**src/rtl/sq_period_meter.sv**
```systemverilog
`timescale 1ns/1ps
// sq_period_meter
//   Measures an external square wave, for example a divider output looped back
//   through a pin, in cycles of the local clock. The asynchronous input is
//   synchronised. Period and high time are measured between consecutive rising
//   edges and presented on a valid/ready output. A stalled input raises
//   timeout. A result lost to backpressure sets overrun.
//
// Ports
//   clk          : single clock, posedge
//   rst_n        : asynchronous active-low reset
//   sig_in       : measured signal, asynchronous to clk
//   enable       : 1 = measure, 0 = idle and clear all state
//   period       : clk cycles between two consecutive rising edges
//   high_time    : clk cycles the signal was high within that period
//   meas_valid   : period/high_time hold a result
//   meas_ready   : consumer accepts the result when meas_valid & meas_ready
//   timeout      : no rising edge within TIMEOUT cycles (level)
//   overrun      : sticky, a result was dropped while the previous was unconsumed
//   dbg_state_o  : current FSM state (IDLE=0, WAIT_LOW=1, WAIT_RISE=2, MEASURE=3)
//
// Handshake: a result transfers on every cycle where meas_valid & meas_ready.
// While meas_valid=1 and meas_ready=0, period/high_time hold stable. A new
// capture loads only when the output slot is empty or is being accepted in the
// same cycle. Otherwise the new result is dropped and overrun is set.
module sq_period_meter #(
  parameter int unsigned CNT_W       = 24,
  parameter int unsigned TIMEOUT     = 1000000,
  parameter int unsigned SYNC_STAGES = 2
) (
  input  logic             clk,
  input  logic             rst_n,
  input  logic             sig_in,
  input  logic             enable,
  output logic [CNT_W-1:0] period,
  output logic [CNT_W-1:0] high_time,
  output logic             meas_valid,
  input  logic             meas_ready,
  output logic             timeout,
  output logic             overrun,
  output logic [1:0]       dbg_state_o
);

  typedef enum logic [1:0] {
    IDLE      = 2'd0,
    WAIT_LOW  = 2'd1,
    WAIT_RISE = 2'd2,
    MEASURE   = 2'd3
  } state_t;

  localparam logic [CNT_W-1:0] CNT_ONE  = CNT_W'(1);
  // The timer fires on the cycle it would step onto TIMEOUT, so the timeout flag
  // is visible exactly TIMEOUT cycles after the last rise cycle.
  localparam logic [CNT_W-1:0] TMO_LAST = CNT_W'(TIMEOUT - 1);

  // Synchroniser plus one delay flop. Both edges pass through the same chain,
  // so its latency cancels in period and high time.
  logic [SYNC_STAGES-1:0] sync_q;
  logic                   s_d_q;
  logic                   s;
  logic                   rise;
  logic                   pipe_low;

  assign s    = sync_q[SYNC_STAGES-1];
  assign rise = s & ~s_d_q;
  // A genuine low level must be seen through the whole chain. The reset
  // value of the flops is 0, so testing s alone would accept the chain's reset
  // value as a low and let the chain filling up count as a false first rise.
  assign pipe_low = ~|{sync_q, s_d_q};

  always_ff @(posedge clk or negedge rst_n) begin
    if (!rst_n) begin
      sync_q <= '0;
      s_d_q  <= 1'b0;
    end else begin
      sync_q <= {sync_q[SYNC_STAGES-2:0], sig_in};
      s_d_q  <= s;
    end
  end

  state_t           state_q;
  logic [CNT_W-1:0] per_cnt_q;   // period counter, doubles as the stall timer
  logic [CNT_W-1:0] hi_cnt_q;
  logic [CNT_W-1:0] period_q;
  logic [CNT_W-1:0] high_q;
  logic             valid_q;
  logic             timeout_q;
  logic             overrun_q;
  logic             tmo_hit;

  assign tmo_hit = (per_cnt_q == TMO_LAST);

  always_ff @(posedge clk or negedge rst_n) begin
    if (!rst_n) begin
      state_q   <= IDLE;
      per_cnt_q <= '0;
      hi_cnt_q  <= '0;
      period_q  <= '0;
      high_q    <= '0;
      valid_q   <= 1'b0;
      timeout_q <= 1'b0;
      overrun_q <= 1'b0;
    end else if (!enable) begin
      // Disable overrides any capture or timeout in the same cycle.
      state_q   <= IDLE;
      per_cnt_q <= '0;
      hi_cnt_q  <= '0;
      period_q  <= '0;
      high_q    <= '0;
      valid_q   <= 1'b0;
      timeout_q <= 1'b0;
      overrun_q <= 1'b0;
    end else begin
      // An accepted result empties the slot. A capture below may refill it in
      // the same cycle.
      if (valid_q && meas_ready) begin
        valid_q <= 1'b0;
      end
      case (state_q)
        IDLE: begin
          state_q <= WAIT_LOW;
        end
        WAIT_LOW: begin
          if (tmo_hit) begin
            timeout_q <= 1'b1;
            per_cnt_q <= '0;
          end else begin
            per_cnt_q <= per_cnt_q + CNT_ONE;
            if (pipe_low) begin
              state_q <= WAIT_RISE;
            end
          end
        end
        WAIT_RISE: begin
          if (rise) begin
            state_q   <= MEASURE;
            per_cnt_q <= CNT_ONE;
            hi_cnt_q  <= CNT_ONE;
          end else if (tmo_hit) begin
            state_q   <= WAIT_LOW;
            timeout_q <= 1'b1;
            per_cnt_q <= '0;
            hi_cnt_q  <= '0;
          end else begin
            per_cnt_q <= per_cnt_q + CNT_ONE;
          end
        end
        MEASURE: begin
          if (rise) begin
            // Capture. The next window starts on this rise cycle (counted high).
            per_cnt_q <= CNT_ONE;
            hi_cnt_q  <= CNT_ONE;
            timeout_q <= 1'b0;
            if (!valid_q || meas_ready) begin
              period_q <= per_cnt_q;
              high_q   <= hi_cnt_q;
              valid_q  <= 1'b1;
            end else begin
              overrun_q <= 1'b1;
            end
          end else if (tmo_hit) begin
            // Stalled input. Discard the partial window and look for a fresh low.
            state_q   <= WAIT_LOW;
            timeout_q <= 1'b1;
            per_cnt_q <= '0;
            hi_cnt_q  <= '0;
          end else begin
            per_cnt_q <= per_cnt_q + CNT_ONE;
            hi_cnt_q  <= hi_cnt_q + {{(CNT_W-1){1'b0}}, s};
          end
        end
        default: state_q <= IDLE;
      endcase
    end
  end

  assign period      = period_q;
  assign high_time   = high_q;
  assign meas_valid  = valid_q;
  assign timeout     = timeout_q;
  assign overrun     = overrun_q;
  assign dbg_state_o = state_q;

endmodule
```
**config.mk**
```make
export PLATFORM = sky130hd
export DESIGN_NAME = sq_period_meter
export DESIGN_NICKNAME = d
export VERILOG_FILES = /design/src/rtl/sq_period_meter.sv
export SDC_FILE = /design/constraint.sdc
export NUM_CORES = 1
export LEC_CHECK = 0
export BUFFER_PORTS_ARGS = -buffer_cell sky130_fd_sc_hd__buf_4
export CAP_MARGIN = 5
export CORE_MARGIN = 2
export CORE_UTILIZATION = 50
export CTS_CLUSTER_DIAMETER = 60
export CTS_CLUSTER_SIZE = 24
export DETAILED_ROUTE_END_ITERATION = 8
export PLACE_DENSITY = 0.7
export SYNTH_ARGS = -nofsm -noshare
export SYNTH_HDL_FRONTEND = slang
export SYNTH_SLANG_ARGS = --single-unit
```
**constraint.sdc**
```tcl
create_clock -name clk -period 4.3 [get_ports clk]
set_clock_uncertainty 0.2 [all_clocks]
set_input_delay 0.215 -clock clk [delete_from_list [all_inputs] [get_ports clk]]
set_output_delay 0.215 -clock clk [all_outputs]
set_load 0.1 [all_outputs]
```
==> reports/summary.txt, run 1 <==
Power share of the clock group -> 34.1%
Share of layout cells above drive strength 1 -> 15.1%
Sequential area share after synthesis -> 53.7%
Via-per-instance ratio -> 5.48
CP Max Fanout -> 12
Crit path DAT -> 3.06 ns
Clock sink total -> 104
Die Ht -> 102 um
CTS tree -> done
DRT Wirelength -> 10400 um
# diodes -> 0
Die area -> 10500 um^2
H-tree depth -> 3
Vias after detailed routing -> 3893
Cell Pwr Density -> 309 nW/um^2
Critical path required time -> 4.39 ns
CP Cell Sequence -> and4_4 > or4b_1 > o31ai_2 > buf_4 > nand2_1 > or4_1 > a21oi_1
Antenna violations before repair -> 0
Top FF cell, synth -> dfrtp_1
Met2 routed WL -> 4440 um
Core Rows -> 35
IO Count -> 58
# DRC -> 0
Post-route worst setup slack -> 1.33 ns
Setup CP Type -> reg2reg
Syn avg cell area -> 9.12 um^2
Hpwl dp -> 7010 um
EDFF count, synth -> 0
Drt wl/cell -> 14.6 um
Status -> complete, no violations
Worst skew pair latency -> 0.37 ns
DRT iter0 DRCs -> 213
Die width -> 102 um
Nets -> 584
Routed Antenna Nets -> 0
Hold Path Class -> in2reg
Slowest stage delay, CP -> 0.59 ns
Gate count after technology mapping -> 531
Resized cells post-CTS -> 0
Initial Util -> 51.9%
P_sw -> 473 uW
Fin. max-slew vios -> 0
Grt ovf -> 0
Post-synth cell types -> 47
Total of max-cap violations -> 0
Final worst path period need -> 2.97 ns
Commonest non-fill, non-tap cell in the layout -> nand2_1
RSZ-0062 raised after global routing -> no
FMAX -> 337 MHz
Pin count of the biggest net entering global routing -> 77
Synth Warn # -> 0
Vias in the first global route -> 3653
Post-synth net total -> 539
DR top layer -> met4
Ys async rst share -> 100%
IO buf count -> 57
Synth Cell Area -> 4840 um^2
Sequential Power Share -> 58.1%
Layout Area Growth over Synthesis -> 15.0%
Crit-path slowest cell -> or4_1
Met3 WL -> 425 um
Fin crit share -> 69.0%
Crit. End Element -> flop
CTS buffer count -> 9
Startpoint types -> flop
P_leak -> 0.00273 uW
Critical path buffers and inverters -> 1
Post-CTS setup buffers -> 0
Clock Tree Buf Depth -> 2
Gate power share -> 7.9%
Dpl ws -> 1.37 ns
Largest delay share family, worst path -> simple AND/OR/NAND/NOR gates
Setup-failing EPs final -> 0
Core Area -> 9330 um^2
Clock transition at path regs -> 0.11 ns
Seq cells post-synth -> 104
CTS root buf -> clkbuf_8
Gr usage total -> 21.9%
First-pass GRT wire length -> 18000 um
Slew HR -> 28.1%
VDD IR max -> 0.138 mV
DR pass1 iterations -> 5
Most frequent cells in the layout -> nand2_1, dfrtp_1, nand3_1
Endpoints failing hold -> 0
Tightest Pin Transition -> 1.08 ns
Setup_tns -> 0 ns
CTS Hold Bufs -> 3
Met1 WL -> 5330 um
GP Congestion -> 0.903
Switch share -> 27.4%
Internal Power -> 1250 uW
tightest hold or removal path: cells and delay by family:
family / cells / cell delay, ns
simple gates: 2 / 0.18
buf+inv: 1 / 0.29
cells in the mapped netlist (2+ instances only):
library cell	number	area share, %
o31ai_1	5	0.78
mux2i_1	3	0.62
nor3_1	12	1.2
or4_1	2	0.31
nand4_4	3	1.3
nor4_1	2	0.26
inv_1	6	0.47
and3_1	9	1.2
nand2_1	125	9.7
dfrtp_1	104	54
nor3b_1	2	0.31
nand4b_1	2	0.36
or3_1	7	0.90
nor2_1	44	3.4
xnor2_1	8	1.4
a21oi_1	18	1.9
clkbuf_1	27	2.1
nand4_1	10	1.3
nand2b_1	4	0.52
nand3_1	65	6.7
ha_1	3	0.78
o21ai_0	21	2.2
nor2b_1	3	0.39
nor4b_1	4	0.72
xor2_1	20	3.6
per-layer routing:
layer / up-vias / global-route usage (%)
li1: 1898 / -
met1: 1883 / 34.1
met2: 97 / 31.1
met3: 15 / 3.28
met4: 0 / 7.90
met5: - / 0
layout make-up:
class	count	area, um^2
Clock buffer	10	138
Multi-Input combinational cell	391	2110
Clock inverter	6	51.3
Tap cell	129	161
Timing Repair Buffer	64	488
Sequential cell	104	2600
Inverter	6	22.5
Fill cell	842	3760
logic make-up (layout without fill, tap and decap cells):
kind of cell | count (synthesis) | after routing | synth area share (%)
and+or+nand+nor | 306 | 306 | 30.8
DFF | 104 | 104 | 53.7
AOI/OAI and AO/OA | 51 | 51 | 6.00
buffers and inverters | 36 | 86 | 2.97
xor gates and xnor gates | 28 | 28 | 5.06
adders and majority gates | 3 | 3 | 0.775
muxes | 3 | 3 | 0.620
state kept, by name (all words and copies together) (netlist names):
signal	cells
period	24
meas_valid	1
dbg_state_o	2
per_cnt_q	24
timeout	1
overrun	1
s_d_q	1
hi_cnt_q	24
sync_q	2
high_time	24
path summary, 6_finish.rpt:
kind,start,endpoint,slack (ns),cells past startpoint
min reg2reg,sync_q[0],sync_q[1],0.18,0
max,per_cnt_q[17],hi_cnt_q[12],1.33,7
min,enable,high_time[13],0.15,3
max reg2reg,per_cnt_q[17],hi_cnt_q[12],1.33,7
min in group asynchronous,rst_n,high_time[16],0.31,2
max in group asynchronous,rst_n,sync_q[1],2.63,3
metrics by stage:
stage                     cell area, um^2  total power (uW)  hold WS, ns  instances  utilization, %
after floorplan                      4840              1110       -0.281        531               -
after global placement               5350              1150        0.131        691            57.4
after detailed placement             5350              1150        0.132        691            57.4
after CTS                            5570              1740        0.139        710            59.7
after global routing                 5570              1800        0.160        710            59.7
final                                5570              1720        0.147        710            59.7
power by group through the flow:
stage          Clock [uW]  Sequential (uW)  Combinational, uW
2_1_floorplan           0             1050               61.0
3_5_place_dp            0             1020                135
4_1_cts               603             1000                138
6_report              586             1000                135
5_1_grt               644             1000                152
3_3_place_gp            0             1020                134
(Power assumes the default switching activity.)
==> run 2: changes to the inputs <==
Settings changed: PLACE_DENSITY 0.7 to 0.73.
Clock period 4.3 ns to 2.6 ns, I/O delays scaled along.
==> run 2 against run 1 <==
Net effect:
- die area unchanged
- via count increased by 4.1%
- non-clock buffer count increased by 29
- wire length increased by 6.8%
- sequential share of layout area decreased by 2.4 points
- hold slack got worse by 0.11 ns
- highest routed layer unchanged
- clock power increased by 84%
- critical path depth unchanged
- final cell count increased by 3.9%
- maximum frequency increased by 18%
- sequential power increased by 66%
==> reports/summary.txt, run 2 (same netlist as run 1, synthesis figures left out) <==
DRT Wirelength -> 11100 um (+6.8%)
Vias after detailed routing -> 4053 (+4.1%)
Core Rows -> 35 (unchanged)
RR Startpoint -> per_cnt_q[19]
DR pass1 iterations -> 4 (-1)
Most frequent cells in the layout -> nand2_1, dfrtp_1, buf_4
CTS root buf -> clkbuf_8
Nets -> 613 (+5.0%)
Crit path from -> per_cnt_q[19]
Worst skew pair latency -> 0.37 ns (about the same)
FMAX -> 398 MHz (+18%)
Grt ovf -> 0 (unchanged)
R2R cell count -> 7 (unchanged)
P_leak -> 0.00290 uW (+6.3%)
Status -> complete, no violations
Setup-failing EPs final -> 0 (unchanged)
Fin crit share -> 96.7% (+28 points)
Slew HR -> 27.1% (-0.95 points)
Hpwl dp -> 7660 um (+9.3%)
Final worst path period need -> 2.51 ns (-0.455 ns)
Total of max-cap violations -> 0 (unchanged)
Die area -> 10500 um^2 (unchanged)
# diodes -> 0 (unchanged)
CTS tree -> done
Die Ht -> 102 um (unchanged)
Via-per-instance ratio -> 5.49 (+0.16%)
R2r endpoint -> hi_cnt_q[23]
Critical path required time -> 2.69 ns (-1.70 ns)
Fin. max-slew vios -> 0 (unchanged)
Gr usage total -> 22.1% (+0.24 points)
Core Area -> 9330 um^2 (unchanged)
Tightest Pin Transition -> 1.09 ns (+0.0142 ns)
Setup crit end -> hi_cnt_q[23]
Cell Pwr Density -> 509 nW/um^2 (+65%)
Final Util -> 63.0% (+3.3 points)
Setup CP Type -> reg2reg
Routed Antenna Nets -> 0 (unchanged)
Clock Tree Buf Depth -> 2 (unchanged)
Pin count of the biggest net entering global routing -> 57 (-26%)
Vias in the first global route -> 3831 (+4.9%)
Hold Path Class -> in2async
Drt wl/cell -> 15.0 um (+2.7%)
Crit path DAT -> 2.61 ns (-0.45 ns)
Clock transition at path regs -> 0.10 ns (about the same)
GP Congestion -> 0.866 (-4.1%)
First-pass GRT wire length -> 18300 um (+1.3%)
Share of layout cells above drive strength 1 -> 19.5% (+4.4 points)
CTS buffer count -> 9 (unchanged)
IO Count -> 58 (unchanged)
Startpoint types -> flop
Antenna violations before repair -> 0 (unchanged)
IO buf count -> 57 (unchanged)
Die width -> 102 um (unchanged)
Setup_tns -> 0 ns (unchanged)
CP Max Fanout -> 6 (-6)
Commonest non-fill, non-tap cell in the layout -> nand2_1
Reg-to-reg slack, setup -> 0.09 ns (-1.25 ns)
Placed Cells -> 717 (+3.8%)
Endpoints failing hold -> 0 (unchanged)
Final Non-Filler Cells -> 738 (+3.9%)
VDD IR max -> 0.340 mV (+150%)
DRT iter0 DRCs -> 186 (-13%)
Initial Util -> 51.9% (unchanged)
H-tree depth -> 3 (unchanged)
Crit. End Element -> flop
# DRC -> 0 (unchanged)
Clock sink total -> 104 (unchanged)
Layout Area Growth over Synthesis -> 21.3%
## run 2: power by group
part,internal [uW],switching (uW),total [uW]
clock network,540,539,1080
registers,1630,21.2,1660
logic,67.6,187,255
total,2240,748,2990
## run 2: how the worst min path moves through the flow
| stage | slack, ns | endpoint | depth (start not counted) |
|---|---|---|---|
| after detailed placement | -0.11 | high_time[11] | 1 |
| after floorplan | -0.37 | dbg_state_o[0] | 0 |
| final | 0.03 | high_time[11] | 2 |
| after global placement | -0.12 | high_time[13] | 1 |
| after global routing | 0.06 | hi_cnt_q[7] | 2 |
| after CTS | 0.05 | high_time[11] | 2 |
## run 2: layout make-up
cell class	count	area (um^2)
fill	797	3450
sequential	104	2610
multi-input combinational	391	2130
timing repair buffer	93	749
tap	129	161
clock buffer	10	128
clock inverter	5	81.3
inverter	6	22.5
## run 2: critical path, cell delays in order (launching register included)
cell and delay, ns:
dfrtp_1 0.38, and4_4 0.25, or4b_4 0.48, o31ai_4 0.31
buf_6 0.18, nand4_4 0.10, or3_1 0.39, a21oi_2 0.15
## run 2: stage by stage
step | hold WS, ns | setup WS (ns) | area (um^2) | power (uW)
after floorplan | -0.366 | 0.106 | 4840 | 1830
after global placement | -0.116 | 0.139 | 5590 | 1930
after detailed placement | -0.109 | 0.0578 | 5590 | 1940
after CTS | 0.0480 | 0.0262 | 5840 | 3010
after global routing | 0.0635 | -0.0199 | 5880 | 3090
final | 0.0344 | 0.0864 | 5880 | 2990
## run 2: repair_timing
item / in CTS / in global routing
hold buffers: 4 / 0
gates resized for setup: 0 / 5
buffers inserted: 0 / 2
setup endpoints to repair: 0 / 5
endpoints found under the hold margin: 118 / 0
## run 2: per-layer routing
metal | up-vias | global-route usage [%] | share of wire, %
li1 | 1956 | - | -
met4 | 0 | 9.33 | 2.1
met2 | 114 | 34.4 | 45
met3 | 15 | 3.01 | 5.0
met5 | - | 0 | 0
met1 | 1968 | 31.5 | 48
==> run 3: changes to the inputs <==
Settings changed: CELL_PAD_IN_SITES_DETAIL_PLACEMENT set to 1, CELL_PAD_IN_SITES_GLOBAL_PLACEMENT set to 1, CORE_UTILIZATION 50 to 40, HOLD_SLACK_MARGIN set to 0.05, PLACE_DENSITY 0.73 to not set, PLACE_DENSITY_LB_ADDON set to 0.1.
==> run 3 against run 2 <==
Net effect:
- worst setup slack improved by 0.0097 ns
- total power grew 8.9%
- via count increased by 0.57%
==> reports/summary.txt, run 3 (same netlist as run 1, synthesis figures left out) <==
Status -> complete, no violations
# DRC -> 0 (unchanged)
Core Area -> 11900 um^2 (+28%)
Cell Pwr Density -> 543 nW/um^2 (+6.8%)
Clock sink total -> 104 (unchanged)
Die area -> 13000 um^2 (+24%)
CP Cell Sequence -> and4_4 > or4b_1 > o31ai_4 > buf_6 > nand4_4 > or3_1 > a21oi_1
IO buf count -> 57 (unchanged)
FMAX -> 399 MHz (+0.39%)
Worst skew pair latency -> 0.35 ns (-0.02 ns)
Slowest stage delay, CP -> 0.49 ns (about the same)
P_leak -> 0.00295 uW (+1.8%)
Hpwl dp -> 8940 um (+17%)
Antenna violations before repair -> 0 (unchanged)
Via-per-instance ratio -> 5.35 (-2.6%)
Gate power share -> 8.2% (-0.3 points)
Post-CTS setup buffers -> 0 (unchanged)
Slew HR -> 54.0% (+27 points)
# diodes -> 0 (unchanged)
Total of max-cap violations -> 0 (unchanged)
GP Congestion -> 0.842 (-2.8%)
RSZ-0062 raised after global routing -> yes
Startpoint types -> flop
Vias after detailed routing -> 4076 (+0.57%)
Clock Tree Buf Depth -> 2 (unchanged)
Crit. End Element -> flop
Initial Util -> 40.7% (-11 points)
Internal Power -> 2470 uW (+10%)
Power share of the clock group -> 40.9% (+4.8 points)
Fillers -> 1393 (+75%)
Sequential Power Share -> 50.9% (-4.5 points)
Critical path buffers and inverters -> 1 (unchanged)
Setup CP Type -> reg2reg
Layout Area Growth over Synthesis -> 23.7%
Die Ht -> 114 um (+11%)
Core Rows -> 40 (+14%)
Die width -> 114 um (+11%)
Tightest Pin Transition -> 0.689 ns (-0.401 ns)
Pin count of the biggest net entering global routing -> 52 (-8.8%)
Clock transition at path regs -> 0.06 ns (-0.04 ns)
CTS root buf -> clkbuf_16
Drt wl/cell -> 17.1 um (+14%)
DRT Wirelength -> 13100 um (+18%)
Routed Antenna Nets -> 0 (unchanged)
Final Util -> 50.3% (-13 points)
Gr usage total -> 21.5% (-0.68 points)
First-pass GRT wire length -> 22000 um (+21%)
Fin. max-slew vios -> 0 (unchanged)
CTS tree -> done
Commonest non-fill, non-tap cell in the layout -> nand2_1
DR pass1 iterations -> 4 (unchanged)
Hold Path Class -> in2async
Vias in the first global route -> 4339 (+13%)
Endpoints failing hold -> 0 (unchanged)
Fin crit share -> 96.3% (-0.37 points)
CP Max Fanout -> 5 (-1)
Final worst path period need -> 2.50 ns (-0.00972 ns)
DRT iter0 DRCs -> 171 (-8.1%)
Share of layout cells above drive strength 1 -> 20.0% (+0.46 points)
Crit-path slowest cell -> or4b_1
VDD IR max -> 0.210 mV (-38%)
Most frequent cells in the layout -> nand2_1, dfrtp_1, buf_4
P_sw -> 787 uW (+5.2%)
Critical path required time -> 2.67 ns (-0.02 ns)
Switch share -> 24.2% (-0.85 points)
H-tree depth -> 3 (unchanged)
Dpl ws -> 0.0555 ns (-0.00230 ns)
Post-route worst setup slack -> 0.0961 ns (+0.00972 ns)
Nets -> 620 (+1.1%)
Crit path DAT -> 2.57 ns (-0.04 ns)
Grt ovf -> 0 (unchanged)
Setup-failing EPs final -> 0 (unchanged)
IO Count -> 58 (unchanged)
CTS buffer count -> 9 (unchanged)
Largest delay share family, worst path -> simple AND/OR/NAND/NOR gates
==> run 3: worst register-to-register path: stages (launching register included) <==
cell,delay (ns)
dfrtp_1,0.41
and4_4,0.24
or4b_1,0.49
o31ai_4,0.25
buf_6,0.18
nand4_4,0.10
or3_1,0.36
a21oi_1,0.18
==> run 3: what timing repair did <==
| action | 4_1_cts | 5_1_grt |
|---|---|---|
| hold buffers | 4 | 0 |
| endpoints found under the setup margin | 1 | 19 |
| gates cloned | 0 | 1 |
| resized for setup | 1 | 5 |
| pin swaps | 0 | 1 |
| endpoints found under the hold margin | 115 | 0 |
==> run 3: power by group through the flow <==
stage	logic [uW]	registers (uW)	clock network [uW]
floorplan	101	1730	0
global placement	255	1680	0
detailed placement	261	1690	0
CTS	268	1660	1360
global route	295	1660	1420
finish	266	1660	1330
==> run 3: final timing paths <==
path / cells after the start / end / startpoint / slack, ns
min in group clk: 0 / sync_q[1] / sync_q[0] / 0.19
worst min-delay path: 2 / high_time[13] / rst_n / 0.08
worst max-delay path: 7 / hi_cnt_q[17] / per_cnt_q[18] / 0.1
worst max register to register: 7 / hi_cnt_q[17] / per_cnt_q[18] / 0.1
max in group asynchronous: 3 / hi_cnt_q[11] / rst_n / 1.42
worst min register to register: 0 / sync_q[1] / sync_q[0] / 0.19
==> run 3: routing by layer <==
| layer | part of all wire (%) | routed length, um | vias up | GRT usage (%) |
|---|---|---|---|---|
| li1 | - | - | 1965 | - |
| met5 | 0 | 0 | - | 0 |
| met1 | 50 | 6510 | 2041 | 31.0 |
| met3 | 3.7 | 484 | 6 | 3.13 |
| met4 | 0.73 | 95 | 0 | 7.80 |
| met2 | 46 | 5980 | 64 | 32.9 |
==> run 3: cell type report <==
cell class | instances | area (um^2) | area share, %
flip-flops and latches | 104 | 2610 | 43.5
clock inverters | 1 | 30.0 | 0.501
clock buffers | 13 | 250 | 4.18
well taps | 147 | 184 | 3.07
inverters | 6 | 22.5 | 0.376
multi-input cells | 392 | 2130 | 35.5
repair buffers | 99 | 769 | 12.8
==> run 3: stage by stage <==
step	power, uW	TNS [ns]	hold slack (ns)	area (um^2)	cells
2_1_floorplan	1830	0	-0.366	4840	531
3_3_place_gp	1940	0	-0.0822	5640	743
3_5_place_dp	1950	0	-0.0762	5640	743
4_1_cts	3290	0	0.0934	5970	761
5_1_grt	3370	-0.00795	0.105	5990	762
6_report	3260	0	0.0769	5990	762
